$ cat src/rtl/huff_decoder_if.sv
// Bundles the table-load, bitstream, symbol-stream and status signals of
// huff_decoder so the decoder and its driver share one connection point.
//
//   tbl_we/tbl_idx/tbl_sym/tbl_code/tbl_mask : code table write port
//   start/stop                               : session control pulses
//   bit_in/bit_valid/bit_ready               : serial code-bit handshake
//   sym_out/sym_valid/sym_ready              : decoded symbol handshake
//   sym_count/err/busy                       : status
//
// Modport slave is the decoder's view, master is the driver's view.
interface huff_decoder_if #(
  parameter int MAX_CHAR_LENGTH = 5,
  parameter int CODE_W          = 15,
  parameter int SYM_W           = 7
);
  localparam int IDX_W = (MAX_CHAR_LENGTH > 1) ? $clog2(MAX_CHAR_LENGTH) : 1;

  logic              tbl_we;
  logic [IDX_W-1:0]  tbl_idx;
  logic [SYM_W-1:0]  tbl_sym;
  logic [CODE_W-1:0] tbl_code;
  logic [CODE_W-1:0] tbl_mask;
  logic              start;
  logic              stop;
  logic              bit_in;
  logic              bit_valid;
  logic              bit_ready;
  logic [SYM_W-1:0]  sym_out;
  logic              sym_valid;
  logic              sym_ready;
  logic [7:0]        sym_count;
  logic              err;
  logic              busy;

  modport slave (
    input  tbl_we, tbl_idx, tbl_sym, tbl_code, tbl_mask,
    input  start, stop, bit_in, bit_valid, sym_ready,
    output bit_ready, sym_out, sym_valid, sym_count, err, busy
  );

  modport master (
    output tbl_we, tbl_idx, tbl_sym, tbl_code, tbl_mask,
    output start, stop, bit_in, bit_valid, sym_ready,
    input  bit_ready, sym_out, sym_valid, sym_count, err, busy
  );
endinterface

$ cat src/rtl/huff_decoder.sv
// Serial Huffman decoder. A small code table (symbol, codeword, length mask)
// is loaded while idle; code bits then arrive MSB-first over a valid/ready
// handshake and each completed codeword is emitted as one symbol, held until
// the downstream accepts it.
//
// Ports:
//   clk    : clock
//   reset  : asynchronous active-high reset (clears the table as well)
//   dec    : huff_decoder_if.slave (table port, bit stream, symbol stream,
//            sym_count / err / busy status)
module huff_decoder #(
  parameter int MAX_CHAR_LENGTH = 5,
  parameter int CODE_W          = 15,
  parameter int SYM_W           = 7
) (
  input  logic               clk,
  input  logic               reset,
  huff_decoder_if.slave      dec
);
  localparam int IDX_W = (MAX_CHAR_LENGTH > 1) ? $clog2(MAX_CHAR_LENGTH) : 1;
  localparam int LEN_W = $clog2(CODE_W + 1);

  typedef enum logic [1:0] {S_IDLE, S_DECODE, S_OUT, S_ERR} state_t;

  state_t            state_q, state_d;
  logic [CODE_W-1:0] acc_q, acc_d;
  logic [LEN_W-1:0]  len_q, len_d;
  logic [SYM_W-1:0]  sym_q, sym_d;
  logic              sym_valid_q, sym_valid_d;
  logic [7:0]        cnt_q, cnt_d;
  logic              err_q, err_d;

  logic [SYM_W-1:0]  tbl_sym_q  [MAX_CHAR_LENGTH];
  logic [CODE_W-1:0] tbl_code_q [MAX_CHAR_LENGTH];
  logic [CODE_W-1:0] tbl_mask_q [MAX_CHAR_LENGTH];

  // Candidate accumulator/length if a bit is accepted this cycle.
  logic [CODE_W-1:0] acc_n;
  logic [LEN_W-1:0]  len_n;
  logic [CODE_W-1:0] len_mask;
  logic              hit;
  logic [IDX_W-1:0]  hit_idx;
  logic              bit_acc;
  logic              tbl_wr;

  assign acc_n    = (acc_q << 1) | CODE_W'(dec.bit_in);
  assign len_n    = len_q + LEN_W'(1);
  // (1<<len)-1 in CODE_W bits; len_n is never 0, so an invalid entry
  // (mask 0) can never compare equal.
  assign len_mask = (CODE_W'(1) << len_n) - CODE_W'(1);

  assign bit_acc  = (state_q == S_DECODE) && dec.bit_valid;
  assign tbl_wr   = (state_q == S_IDLE) && dec.tbl_we;

  // Scan from the top down so the lowest matching index is the one kept.
  always_comb begin
    hit     = 1'b0;
    hit_idx = '0;
    for (int k = MAX_CHAR_LENGTH - 1; k >= 0; k--) begin
      if ((tbl_mask_q[k] == len_mask) && (tbl_code_q[k] == acc_n)) begin
        hit     = 1'b1;
        hit_idx = IDX_W'(k);
      end
    end
  end

  always_comb begin
    state_d     = state_q;
    acc_d       = acc_q;
    len_d       = len_q;
    sym_d       = sym_q;
    sym_valid_d = sym_valid_q;
    cnt_d       = cnt_q;
    err_d       = err_q;

    unique case (state_q)
      S_IDLE: begin
        if (dec.start) begin
          state_d = S_DECODE;
          acc_d   = '0;
          len_d   = '0;
          cnt_d   = '0;
          err_d   = 1'b0;
        end
      end

      S_DECODE: begin
        if (bit_acc) begin
          // A bit arriving alongside stop wins; stop is re-examined next cycle.
          if (hit) begin
            sym_d       = tbl_sym_q[hit_idx];
            sym_valid_d = 1'b1;
            acc_d       = '0;
            len_d       = '0;
            state_d     = S_OUT;
          end else if (len_n == LEN_W'(CODE_W)) begin
            err_d   = 1'b1;
            state_d = S_ERR;
          end else begin
            acc_d = acc_n;
            len_d = len_n;
          end
        end else if (dec.stop) begin
          if (len_q == '0) begin
            state_d = S_IDLE;
          end else begin
            err_d   = 1'b1;
            state_d = S_ERR;
          end
        end
      end

      S_OUT: begin
        if (dec.sym_ready) begin
          sym_valid_d = 1'b0;
          cnt_d       = cnt_q + 8'd1;
          state_d     = S_DECODE;
        end
      end

      S_ERR: begin
        if (dec.start) begin
          state_d = S_DECODE;
          acc_d   = '0;
          len_d   = '0;
          cnt_d   = '0;
          err_d   = 1'b0;
        end else if (dec.stop) begin
          state_d = S_IDLE;
        end
      end

      default: state_d = S_IDLE;
    endcase
  end

  always_ff @(posedge clk or posedge reset) begin
    if (reset) begin
      state_q     <= S_IDLE;
      acc_q       <= '0;
      len_q       <= '0;
      sym_q       <= '0;
      sym_valid_q <= 1'b0;
      cnt_q       <= '0;
      err_q       <= 1'b0;
    end else begin
      state_q     <= state_d;
      acc_q       <= acc_d;
      len_q       <= len_d;
      sym_q       <= sym_d;
      sym_valid_q <= sym_valid_d;
      cnt_q       <= cnt_d;
      err_q       <= err_d;
    end
  end

  // Code table; out-of-range indices are dropped.
  always_ff @(posedge clk or posedge reset) begin
    if (reset) begin
      for (int k = 0; k < MAX_CHAR_LENGTH; k++) begin
        tbl_sym_q[k]  <= '0;
        tbl_code_q[k] <= '0;
        tbl_mask_q[k] <= '0;
      end
    end else if (tbl_wr) begin
      for (int k = 0; k < MAX_CHAR_LENGTH; k++) begin
        if (dec.tbl_idx == IDX_W'(k)) begin
          tbl_sym_q[k]  <= dec.tbl_sym;
          tbl_code_q[k] <= dec.tbl_code;
          tbl_mask_q[k] <= dec.tbl_mask;
        end
      end
    end
  end

  assign dec.bit_ready = (state_q == S_DECODE);
  assign dec.sym_out   = sym_q;
  assign dec.sym_valid = sym_valid_q;
  assign dec.sym_count = cnt_q;
  assign dec.err       = err_q;
  assign dec.busy      = (state_q != S_IDLE);
endmodule

$ cat src/flat_wrapper.sv
// flat-port wrapper written by rule: the top's interface ports become plain ports
module huff_decoder_flat 
#(
  parameter int MAX_CHAR_LENGTH = 5,
  parameter int CODE_W          = 15,
  parameter int SYM_W           = 7
)
  (clk, reset, dec_tbl_we, dec_tbl_idx, dec_tbl_sym, dec_tbl_code, dec_tbl_mask, dec_start, dec_stop, dec_bit_in, dec_bit_valid, dec_sym_ready, dec_bit_ready, dec_sym_out, dec_sym_valid, dec_sym_count, dec_err, dec_busy);
  huff_decoder_if #(.MAX_CHAR_LENGTH(MAX_CHAR_LENGTH), .CODE_W(CODE_W), .SYM_W(SYM_W)) dec_i ();
  input  logic clk;
  input  logic reset;
  input wire logic [$bits(dec_i.tbl_we)-1:0] dec_tbl_we;
  input wire logic [$bits(dec_i.tbl_idx)-1:0] dec_tbl_idx;
  input wire logic [$bits(dec_i.tbl_sym)-1:0] dec_tbl_sym;
  input wire logic [$bits(dec_i.tbl_code)-1:0] dec_tbl_code;
  input wire logic [$bits(dec_i.tbl_mask)-1:0] dec_tbl_mask;
  input wire logic [$bits(dec_i.start)-1:0] dec_start;
  input wire logic [$bits(dec_i.stop)-1:0] dec_stop;
  input wire logic [$bits(dec_i.bit_in)-1:0] dec_bit_in;
  input wire logic [$bits(dec_i.bit_valid)-1:0] dec_bit_valid;
  input wire logic [$bits(dec_i.sym_ready)-1:0] dec_sym_ready;
  output wire logic [$bits(dec_i.bit_ready)-1:0] dec_bit_ready;
  output wire logic [$bits(dec_i.sym_out)-1:0] dec_sym_out;
  output wire logic [$bits(dec_i.sym_valid)-1:0] dec_sym_valid;
  output wire logic [$bits(dec_i.sym_count)-1:0] dec_sym_count;
  output wire logic [$bits(dec_i.err)-1:0] dec_err;
  output wire logic [$bits(dec_i.busy)-1:0] dec_busy;
  assign dec_i.tbl_we = dec_tbl_we;
  assign dec_i.tbl_idx = dec_tbl_idx;
  assign dec_i.tbl_sym = dec_tbl_sym;
  assign dec_i.tbl_code = dec_tbl_code;
  assign dec_i.tbl_mask = dec_tbl_mask;
  assign dec_i.start = dec_start;
  assign dec_i.stop = dec_stop;
  assign dec_i.bit_in = dec_bit_in;
  assign dec_i.bit_valid = dec_bit_valid;
  assign dec_i.sym_ready = dec_sym_ready;
  assign dec_bit_ready = dec_i.bit_ready;
  assign dec_sym_out = dec_i.sym_out;
  assign dec_sym_valid = dec_i.sym_valid;
  assign dec_sym_count = dec_i.sym_count;
  assign dec_err = dec_i.err;
  assign dec_busy = dec_i.busy;
  huff_decoder #(.MAX_CHAR_LENGTH(MAX_CHAR_LENGTH), .CODE_W(CODE_W), .SYM_W(SYM_W)) u_core (.clk(clk), .reset(reset), .dec(dec_i));
endmodule
$ cat config.mk
export PLATFORM = sky130hd
export DESIGN_NAME = huff_decoder_flat
export DESIGN_NICKNAME = d
export VERILOG_FILES = /design/src/rtl/huff_decoder_if.sv /design/src/rtl/huff_decoder.sv /design/src/flat_wrapper.sv
export SDC_FILE = /design/constraint.sdc
export NUM_CORES = 1
export LEC_CHECK = 0
export ABC_AREA = 1
export CAP_MARGIN = 20
export CORE_ASPECT_RATIO = 1.2
export CORE_MARGIN = 1.5
export CORE_UTILIZATION = 58
export CTS_CLUSTER_SIZE = 25
export DETAILED_ROUTE_END_ITERATION = 12
export PLACE_DENSITY_LB_ADDON = 0.2
export SYNTH_ARGS = -nofsm -noshare
export SYNTH_HDL_FRONTEND = slang
export SYNTH_SLANG_ARGS = --single-unit
$ cat constraint.sdc
create_clock -name clk -period 12.55 [get_ports clk]
set_input_delay 3.765 -clock clk [delete_from_list [all_inputs] [get_ports clk]]
set_output_delay 3.765 -clock clk [all_outputs]
set_load 0.05 [all_outputs]
==> results of run 1 <==
[critical path, delay by kind of cell]
family | cells | cell delay, ns
XOR/XNOR | 1 | 0.22
AND/OR/NAND/NOR | 13 | 2.03
AO/OA/AOI/OAI | 2 | 0.54
buffers and inverters | 1 | 0.58
[routing by layer]
layer	GRT usage, %	part of all wire (%)	vias up	wire (µm)
met4	15.51	5.2	0	1957
met3	4.035	4.9	100	1846
li1	-	-	5879	-
met5	0	0	-	0
met1	39.61	41	5606	15160
met2	56.22	49	339	18430
[sequential cells by signal, indices dropped and copies added, names as in the netlist]
name                  count
u_core.acc_q             14
u_core.dec.err            1
u_core.dec.sym_count      8
u_core.dec.sym_out        7
u_core.dec.sym_valid      1
u_core.len_q              4
u_core.state_q            2
u_core.tbl_code_q        75
u_core.tbl_mask_q        75
u_core.tbl_sym_q         35
[metrics by stage]
step / hold WS, ns / cell area [µm²] / util, % / cells
after floorplan: 0.4530 / 13410 / - / 1838
after global placement: 0.4659 / 14210 / 62.87 / 2155
after detailed placement: 0.4728 / 14210 / 62.87 / 2155
after CTS: 0.4878 / 15100 / 66.84 / 2198
after global routing: 0.4968 / 15160 / 67.08 / 2200
final: 0.4855 / 15160 / 67.08 / 2200
[cell families (layout without fill, tap and decap cells)]
family                     Yosys count  count (layout)
DFF                                222             222
adders and majority gates           12              12
buffers and inverters              287             339
and+or+nand+nor                    967             967
AOI/OAI and AO/OA                  261             261
xor gates and xnor gates            89              89
[layout make-up]
type | instances | area [µm²]
clock buffers | 29 | 659.4
clock inverters | 14 | 237.7
fillers | 1978 | 7438
inverters | 222 | 840.8
multi-input cells | 1329 | 6716
flip-flops and latches | 222 | 5555
well taps | 310 | 387.9
repair buffers | 74 | 760.7
[cells in the final DEF (no fill, tap or decap), drive strengths merged]
cell | Yosys | layout
a21oi | 39 | 39
and2 | 3 | 3
buf | 21 | 8
bufinv | 0 | 6
clkbuf | 44 | 29
clkdlybuf4s50 | 0 | 66
clkinv | 1 | 7
clkinvlp | 0 | 1
dfrtp | 222 | 222
ha | 12 | 12
inv | 221 | 222
nand2 | 543 | 543
nand3 | 123 | 123
nand3b | 10 | 10
nand4 | 39 | 39
nor2 | 206 | 206
nor2b | 1 | 1
nor3 | 23 | 23
nor3b | 5 | 5
nor4 | 2 | 2
o21a | 1 | 1
o21ai | 221 | 221
or2 | 11 | 11
or3 | 1 | 1
xnor2 | 18 | 18
xor2 | 71 | 71
[power groups by stage]
stage	clock [mW]	sequential, mW	combinational (mW)
after floorplan	0	1.12	1.76
after global placement	0	1.17	2.28
after detailed placement	0	1.17	2.31
after CTS	0.807	1.16	2.33
after global routing	0.837	1.19	2.63
final	0.796	1.17	2.35
[worst paths after layout]
check / to / slack, ns / cells past startpoint / start
min in group asynchronous: u_core.tbl_mask_q[17]$_DFFE_PP0P_ / 3.66 / 2 / reset
worst min-delay path: u_core.tbl_sym_q[30]$_DFFE_PP0P_ / 0.49 / 2 / u_core.tbl_sym_q[30]$_DFFE_PP0P_
worst max-delay path: u_core.dec.sym_out[0]$_DFFE_PP0P_ / 5.86 / 17 / dec_bit_in
max in group asynchronous: u_core.dec.sym_count[1]$_DFFE_PP0P_ / 7.40 / 5 / reset
worst max register to register: u_core.dec.sym_out[0]$_DFFE_PP0P_ / 8.04 / 24 / u_core.len_q[1]$_DFFE_PP0P_
worst min register to register: u_core.tbl_sym_q[30]$_DFFE_PP0P_ / 0.49 / 2 / u_core.tbl_sym_q[30]$_DFFE_PP0P_
==> impl_metrics.tcl, run 1 <==
set metrics [dict create \
    grt_first_pass_wirelength_um 60530 \
    p_total_mw 4.311 \
    p_sw_share_pct 48.71 \
    grt_overflow 0 \
    pwr-share-clk_pct 18.5 \
    vdd_drop_max_v 0.0001971 \
    critPathCaptureType "register" \
    final_antenna_net_count 0 \
    powerDensity_nw_per_um2 284.4 \
    portBuffers 66 \
    slowest_delay_ns 0.58 \
    place.gp.congestion 1.013 \
    synth_commonest_cells "nand2_1 (502), dfrtp_1 (222), inv_1 (216)" \
    max_slew_margin_pct 44.10 \
    drive_gt1_share_pct 8.730 \
    worstMarginPinSlew_ns 0.8385 \
    synth_edf_count 0 \
    synth_top_flop_cell "dfrtp_1" \
    setup_violations 0 \
    leakagePower_nw 7.608 \
    clk_pin_slew_ns 0.06 \
    clk_latency_ns 0.53 \
    post-synth-top-count-cell "nand2_1" \
    clockBufferDepth 3 \
    async_reset_ff_share_pct 100.0 \
    drc 0 \
    synth_xor_area_share_pct 6.037 \
    clock_sinks 222 \
    areaGrowthSynthToFinish_pct 13.03 \
    cts_tree "built" \
    p_comb_share_pct 54.5 \
    start_kind "input pin" \
    yosys_warnings 0 \
    worstPathCellList "clkdlybuf4s50_1 -> xor2_1 -> a21oi_1 -> nand2_1 -> nor3_1 -> nand3_1 -> nor2_1 -> nand3_1 -> nor2_4 -> nand2_1 -> nand2_2 -> nand2_4 -> nand2_1 -> nand3_1 -> nand2_1 -> nand2_1 -> a21oi_2" \
    post_cts_buffers 0 \
    dp_worst_setup_slack_ns 5.400 \
    rows 60 \
    ys_ff_latch 222 \
    synthesis.nets 1898 \
    timing.final.hold_violations 0 \
    switchingPower_mw 2.100 \
    ios 67 \
    ys_seq_area_share_pct 41.43 \
    first_iter_violations 868 \
    yosysTopAreaCell "dfrtp_1" \
    max-cap-violations 0 \
    grtUsageTotal_pct 32.27 \
    drt-vias-per-instance 5.420 \
    netlist_area_um2 13410 \
    die_x_um 141.8 \
    final_max_slew_viol_count 0 \
    cts-root-buf "clkbuf_16" \
    antenna_found_initial 0 \
    grt_pass1_vias 11540 \
    synth_compound_area_share_pct 10.29 \
    core_area_um2 22600 \
    synth_fa_ha_area_share_pct 1.120 \
    ctsHoldBuffers 0 \
    finalWorstSetupSlack_ns 5.861 \
    nNetsFinal 1933 \
    seqPwrFrac_pct 27.0 \
    hpwlAfterDp_um 27180 \
    post-route-period-util_pct 53.30 \
    internal-power_mw 2.211 \
    fin_crit_ns 6.689 \
    crit_top_cell "nand2_1" \
    fin_tns_setup_ns 0 \
    cts-buffers-inserted 24 \
    start_util_pct 59.35 \
    yosys-mux-area-fraction_pct 0 \
    max_freq_mhz 149.5 \
    synth_top_family_by_area "simple AND/OR/NAND/NOR gates" \
    num_vias 11920 \
    outcome "finished clean" \
    die_h_um 169.6 \
    cts_resized 0 \
    wl_per_cell_um 17.00 \
    crit_required_ns 13.01 \
    dr.pass1.iters 7 \
    holdCritPathClass "reg2reg" \
    avgSynthCellArea_um2 7.296 \
    synth_cell_types 41 \
    htreeDepth 1 \
    syn_inst 1838 \
    die_area_um2 24050 \
    antenna_cells 0 \
    path_class "in2reg" \
    synth_area_leaders "dfrtp_1 (41%), nand2_1 (14%), o21ai_0 (7.6%), inv_1 (6.0%), nor2_1 (5.2%)" \
    crit_path_max_fanout 15 \
    grt_max_degree 143 \
    finClkSkew_ns 0.01131 \
    rsz0062_at_grt "false" \
    drt_wl_total_um 37390 \
    worst_path_max_delay_cell "clkdlybuf4s50_1" \
    synthSimpleGateAreaFrac_pct 32.58 \
    crit_arrival_ns 7.15 \
    yosysTopAreaCellShare_pct 41.43 \
]
Note: power is estimated with default switching activity, not from simulation.
==> run 2: changes to the inputs <==
==> constraint.sdc (replaced) <==
create_clock -name clk -period 6.2 [get_ports clk]
set_input_delay 1.86 -clock clk [delete_from_list [all_inputs] [get_ports clk]]
set_output_delay 1.86 -clock clk [all_outputs]
set_load 0.05 [all_outputs]
==> run 2 against run 1 <==
  * Clock-buffer cell count is 4 higher
  * Worst hold slack improved by 0.00081 ns
  * First-iteration DRC count is 9.2% higher
  * Clock power increased by 95%
  * Global-route usage is 0.75 points lower
  * Non-clock buffer count is the same
  * Combinational power is 100% higher
  * Register-to-register slack worse by 6.4 ns
  * Sequential cell count unchanged
  * Largest cell class unchanged
==> impl_metrics.tcl, run 2 (synthesized netlist as in run 1, its figures left out) <==
set metrics [dict create \
    post_cts_buffers 0 \
    cts-buffers-inserted 24 \
    outcome "finished clean" \
    fin_tns_setup_ns 0 \
    slowest_delay_ns 0.63 \
    wl_per_cell_um 16.84 \
    reg2regPathDepth 24 \
    cts-root-buf "clkbuf_16" \
    path_class "in2reg" \
    ctsHoldBuffers 0 \
    dr.pass1.iters 5 \
    die_area_um2 24050 \
    rsz0062_at_grt "false" \
    nFillCells 1959 \
    ios 67 \
    crit_required_ns 6.67 \
    antenna_cells 0 \
    hp-start "u_core.tbl_sym_q[18]$_DFFE_PP0P_" \
    max_slew_margin_pct 46.53 \
    powerDensity_nw_per_um2 573.7 \
    final_antenna_net_count 0 \
    drc 0 \
    holdCritPathClass "reg2reg" \
    start_kind "input pin" \
    grt_pass1_vias 11300 \
    crit_family "simple AND/OR/NAND/NOR gates" \
    grt_overflow 0 \
    worstMarginPinSlew_ns 0.8021 \
    timing.final.hold_violations 0 \
    setup_violations 0 \
    die_x_um 141.8 \
    reg2reg_setup_slack_ns 1.67 \
    drt-vias-per-instance 5.424 \
    areaGrowthSynthToFinish_pct 12.63 \
    critPathCaptureType "register" \
    p_total_mw 8.666 \
    grt_first_pass_wirelength_um 59500 \
    path_buf_inv 1 \
    r2r_end "u_core.dec.sym_out[6]$_DFFE_PP0P_" \
    fin_crit_ns 4.934 \
    nNetsFinal 1933 \
    reg_top3 "u_core.tbl_code_q x75, u_core.tbl_mask_q x75, u_core.tbl_sym_q x35" \
    core_area_um2 22600 \
    worst_path_max_delay_cell "clkdlybuf4s50_1" \
    die_h_um 169.6 \
    worstPathCellList "clkdlybuf4s50_1 -> xor2_1 -> a21oi_1 -> nand2_1 -> nor3_1 -> nand3_1 -> nor2_1 -> nand3_1 -> nor2_4 -> nand2_1 -> nand2_2 -> nand2_4 -> nand2_1 -> nand3_1 -> nand2_1 -> nand2_1 -> a21oi_2" \
    grt_max_degree 128 \
    final_cell_mix "nand2_1 (501), dfrtp_1 (222), inv_1 (215), o21ai_0 (203), nor2_1 (187)" \
    max-cap-violations 0 \
    cts_resized 0 \
    clk_latency_ns 0.54 \
    num_vias 11930 \
    htreeDepth 1 \
    clockBufferDepth 3 \
    drive_gt1_share_pct 8.624 \
    register_area_um2 5555 \
    cts_tree "built" \
    finClkSkew_ns 0.009996 \
    grtUsageTotal_pct 31.52 \
    hpwlAfterDp_um 27270 \
    drt_wl_total_um 37050 \
    vdd_drop_max_v 0.0003129 \
    first_iter_violations 948 \
    rows 60 \
    post-route-period-util_pct 79.59 \
    crit_path_max_fanout 15 \
    crit-reg2reg-launch "u_core.len_q[0]$_DFFE_PP0P_" \
    start_util_pct 59.35 \
    max_freq_mhz 202.7 \
    crit_arrival_ns 5.40 \
    final_max_slew_viol_count 0 \
    crit_top_cell "nand2_1" \
    final_common_cell "nand2_1" \
    portBuffers 66 \
    clk_pin_slew_ns 0.06 \
    hold_end "u_core.tbl_sym_q[18]$_DFFE_PP0P_" \
    multi_input_area_um2 6716 \
    place.gp.congestion 1.023 \
    clock_sinks 222 \
    leakagePower_nw 7.575 \
    antenna_found_initial 0 \
    holdPathStages 2 \
]
## run 2: routing by layer
layer / track usage [%] / share of wire, %
met5: 0 / 0
met4: 13.81 / 4.2
met3: 3.837 / 4.6
met2: 56.10 / 50
met1: 38.29 / 41
## run 2: per-stage QoR
| step | cells | area [µm²] | hold slack [ns] | setup slack (ns) | util (%) |
|---|---|---|---|---|---|
| global placement | 2157 | 14240 | 0.4664 | 0.8032 | 63.03 |
| detailed placement | 2157 | 14240 | 0.4728 | 0.7723 | 63.03 |
| floorplan | 1838 | 13410 | 0.4530 | 1.444 | - |
| CTS | 2200 | 15100 | 0.4881 | 1.324 | 66.84 |
| global route | 2200 | 15100 | 0.5071 | 1.143 | 66.84 |
| finish | 2200 | 15100 | 0.4863 | 1.266 | 66.84 |
## run 2: power breakdown
part / leakage [nW] / switching [mW] / internal [mW]
clock: 0.422 / 0.597 / 0.950
sequential: 2.94 / 0.447 / 1.93
combinational: 4.22 / 3.21 / 1.54
## run 2: worst min-delay path: cells and delay by family, from the launching register on
| family | cells | cell delay, ns |
|---|---|---|
| flip-flops | 1 | 0.35 |
| AO/OA/AOI/OAI | 1 | 0.06 |
| AND/OR/NAND/NOR | 1 | 0.05 |
## run 2: final cells by class
class,count,area share (%)
Inverter,222,5.542
Tap cell,310,2.568
Timing Repair Buffer,74,4.937
Multi-Input combinational cell,1329,44.47
Clock buffer,33,4.597
Clock inverter,10,1.110
Sequential cell,222,36.78
## run 2: how the worst max path moves through the flow
stage / start / end / slack [ns] / depth (start not counted)
finish: dec_bit_in / u_core.dec.sym_out[6]$_DFFE_PP0P_ / 1.27 / 17
global route: dec_bit_in / u_core.dec.sym_out[6]$_DFFE_PP0P_ / 1.14 / 17
CTS: dec_bit_in / u_core.dec.sym_out[6]$_DFFE_PP0P_ / 1.32 / 17
detailed placement: dec_bit_in / u_core.dec.sym_out[6]$_DFFE_PP0P_ / 0.77 / 17
global placement: dec_bit_in / u_core.dec.sym_out[6]$_DFFE_PP0P_ / 0.80 / 17
floorplan: reset / u_core.acc_q[0]$_DFFE_PP0P_ / 1.44 / 1
==> run 3: changes to the inputs <==
==> constraint.sdc (replaced) <==
create_clock -name clk -period 5.1 [get_ports clk]
set_input_delay 1.53 -clock clk [delete_from_list [all_inputs] [get_ports clk]]
set_output_delay 1.53 -clock clk [all_outputs]
set_load 0.05 [all_outputs]
==> run 3 against run 2 <==
  * First-iteration DRC count up 18%
  * Core utilization up 0.27 points
  * Via count up 0.64%
  * Critical path depth up 7
  * Die area unchanged
  * Global-route usage up 1.3 points
  * Routed wire length up 3.1%
  * Sequential share of layout area down 0.15 points
  * Largest cell class unchanged
  * Final area up 0.41%
  * Combinational power up 24%
  * Non-clock buffer count up 2
  * Cell count about the same
==> impl_metrics.tcl, run 3 (synthesized netlist as in run 1, its figures left out) <==
set metrics [dict create \
    crit_path_max_fanout 15 \
    p_comb_share_pct 54.9 \
    post_cts_buffers 0 \
    outcome "finished clean" \
    drt-vias-per-instance 5.453 \
    final_antenna_net_count 0 \
    antenna_cells 0 \
    cts_tree "built" \
    drive_gt1_share_pct 8.879 \
    leakagePower_nw 7.613 \
    cts_resized 0 \
    grtUsageTotal_pct 32.78 \
    clk_pin_slew_ns 0.06 \
    powerDensity_nw_per_um2 704.8 \
    htreeDepth 1 \
    clock_sinks 222 \
    setup_violations 0 \
    core_area_um2 22600 \
    drt_wl_total_um 38190 \
    nNetsFinal 1935 \
    grt_max_degree 75 \
    drc 0 \
    hpwlAfterDp_um 27920 \
    fin_tns_setup_ns 0 \
    holdCritPathClass "reg2reg" \
    areaGrowthSynthToFinish_pct 13.09 \
    pwr-share-clk_pct 18.2 \
    timing.final.hold_violations 0 \
    crit_arrival_ns 5.04 \
    die_h_um 169.6 \
    cts-root-buf "clkbuf_16" \
    grt_first_pass_wirelength_um 61730 \
    ctsHoldBuffers 0 \
    reg_top3 "u_core.tbl_code_q x75, u_core.tbl_mask_q x75, u_core.tbl_sym_q x35" \
    place.gp.congestion 1.036 \
    critPathCaptureType "register" \
    grt_pass1_vias 11780 \
    multi_input_area_um2 6716 \
    finClkSkew_ns 0.02329 \
    rows 60 \
    first_iter_violations 1116 \
    internal-power_mw 5.424 \
    fin_crit_ns 4.578 \
    post-route-period-util_pct 89.76 \
    vdd_drop_max_v 0.0003468 \
    dr.pass1.iters 7 \
    start_kind "register" \
    p_total_mw 10.69 \
    switchingPower_mw 5.265 \
    path_class "reg2reg" \
    nFillCells 1965 \
    max_freq_mhz 218.4 \
    portBuffers 66 \
    clockBufferDepth 3 \
    die_x_um 141.8 \
    max_slew_margin_pct 43.37 \
    die_area_um2 24050 \
    wl_per_cell_um 17.34 \
    max-cap-violations 0 \
    clk_latency_ns 0.53 \
    num_vias 12010 \
    seqPwrFrac_pct 26.9 \
    cts-buffers-inserted 24 \
    ios 67 \
    start_util_pct 59.35 \
    p_sw_share_pct 49.26 \
    antenna_found_initial 0 \
    worstMarginPinSlew_ns 0.8477 \
    grt_overflow 0 \
    register_area_um2 5555 \
    final_common_cell "nand2_1" \
    crit_required_ns 5.57 \
    final_cell_mix "nand2_1 (501), dfrtp_1 (222), inv_1 (215), o21ai_0 (203), nor2_1 (187)" \
    rsz0062_at_grt "false" \
    final_max_slew_viol_count 0 \
]
==> run 3: cell types whose count changed in the layout (fill, tap and decap cells not counted) <==
cell,delta
buf_12,+1
buf_4,+1
bufinv_16,+1
clkbuf_1,-3
clkinv_2,+1
clkinv_4,+1
clkinvlp_4,-1
inv_6,+1
==> run 3: final timing paths <==
path,start,to,slack (ns),cells past startpoint
max reg2reg,u_core.len_q[1]$_DFFE_PP0P_,u_core.dec.sym_out[4]$_DFFE_PP0P_,0.52,24
max in group asynchronous,reset,u_core.tbl_sym_q[4]$_DFFE_PP0P_,2.73,3
min reg2reg,u_core.tbl_sym_q[11]$_DFFE_PP0P_,u_core.tbl_sym_q[11]$_DFFE_PP0P_,0.49,2
max,u_core.len_q[1]$_DFFE_PP0P_,u_core.dec.sym_out[4]$_DFFE_PP0P_,0.52,24
min,u_core.tbl_sym_q[11]$_DFFE_PP0P_,u_core.tbl_sym_q[11]$_DFFE_PP0P_,0.49,2
min in group asynchronous,reset,u_core.tbl_mask_q[46]$_DFFE_PP0P_,1.52,2
==> run 3: per-layer routing <==
layer | vias to the layer above | GRT usage [%] | wire length [µm]
li1 | 5874 | - | -
met1 | 5586 | 40.03 | 15370
met2 | 432 | 57.84 | 18840
met3 | 116 | 3.555 | 1987
met4 | 0 | 15.55 | 1984
met5 | - | 0 | 0
==> run 3: worst max-delay path, cell delays in order (launching register included) <==
cell and delay, ns:
dfrtp_1 0.51, ha_1 0.25, inv_1 0.07, nand2_1 0.10, nand2_4 0.13, nor2_4 0.15
nand2_4 0.10, ha_1 0.48, xor2_1 0.35, nand3_1 0.12, nor2_1 0.13, nand3_1 0.15
nor2_1 0.23, nand2_1 0.08, nor2_1 0.09, nand3_1 0.07, nor2_1 0.30, nand3_1 0.26
nand2_2 0.32, nand2_4 0.17, nand2_1 0.10, nand3_1 0.07, nand2_1 0.10, nand2_1 0.07
a21oi_2 0.12
==> run 3: final cells by class <==
type,count,share of cell area (%)
clock buffer,30,4.505
clock inverter,13,1.403
inverter,222,5.519
multi-input combinational,1329,44.29
sequential,222,36.63
tap,310,2.558
timing repair buffer,76,5.099
==> run 3: power groups by stage <==
stage / Sequential, mW / Clock (mW) / Combinational (mW)
after floorplan: 2.75 / 0 / 4.33
after global placement: 2.87 / 0 / 5.70
after detailed placement: 2.89 / 0 / 5.75
after CTS: 2.87 / 1.97 / 5.79
after global routing: 2.94 / 2.04 / 6.51
final: 2.88 / 1.94 / 5.87
==> run 3: through the flow <==
stage | cell area [µm²] | util, % | std cells | hold slack, ns | setup slack [ns]
floorplan | 13410 | - | 1838 | 0.4530 | 0.6739
global placement | 14270 | 63.15 | 2159 | 0.4664 | 0.2943
detailed placement | 14270 | 63.15 | 2159 | 0.4736 | 0.2935
CTS | 15170 | 67.12 | 2202 | 0.4916 | 0.6037
global route | 15170 | 67.12 | 2202 | 0.5173 | 0.1828
finish | 15170 | 67.12 | 2202 | 0.4870 | 0.5221
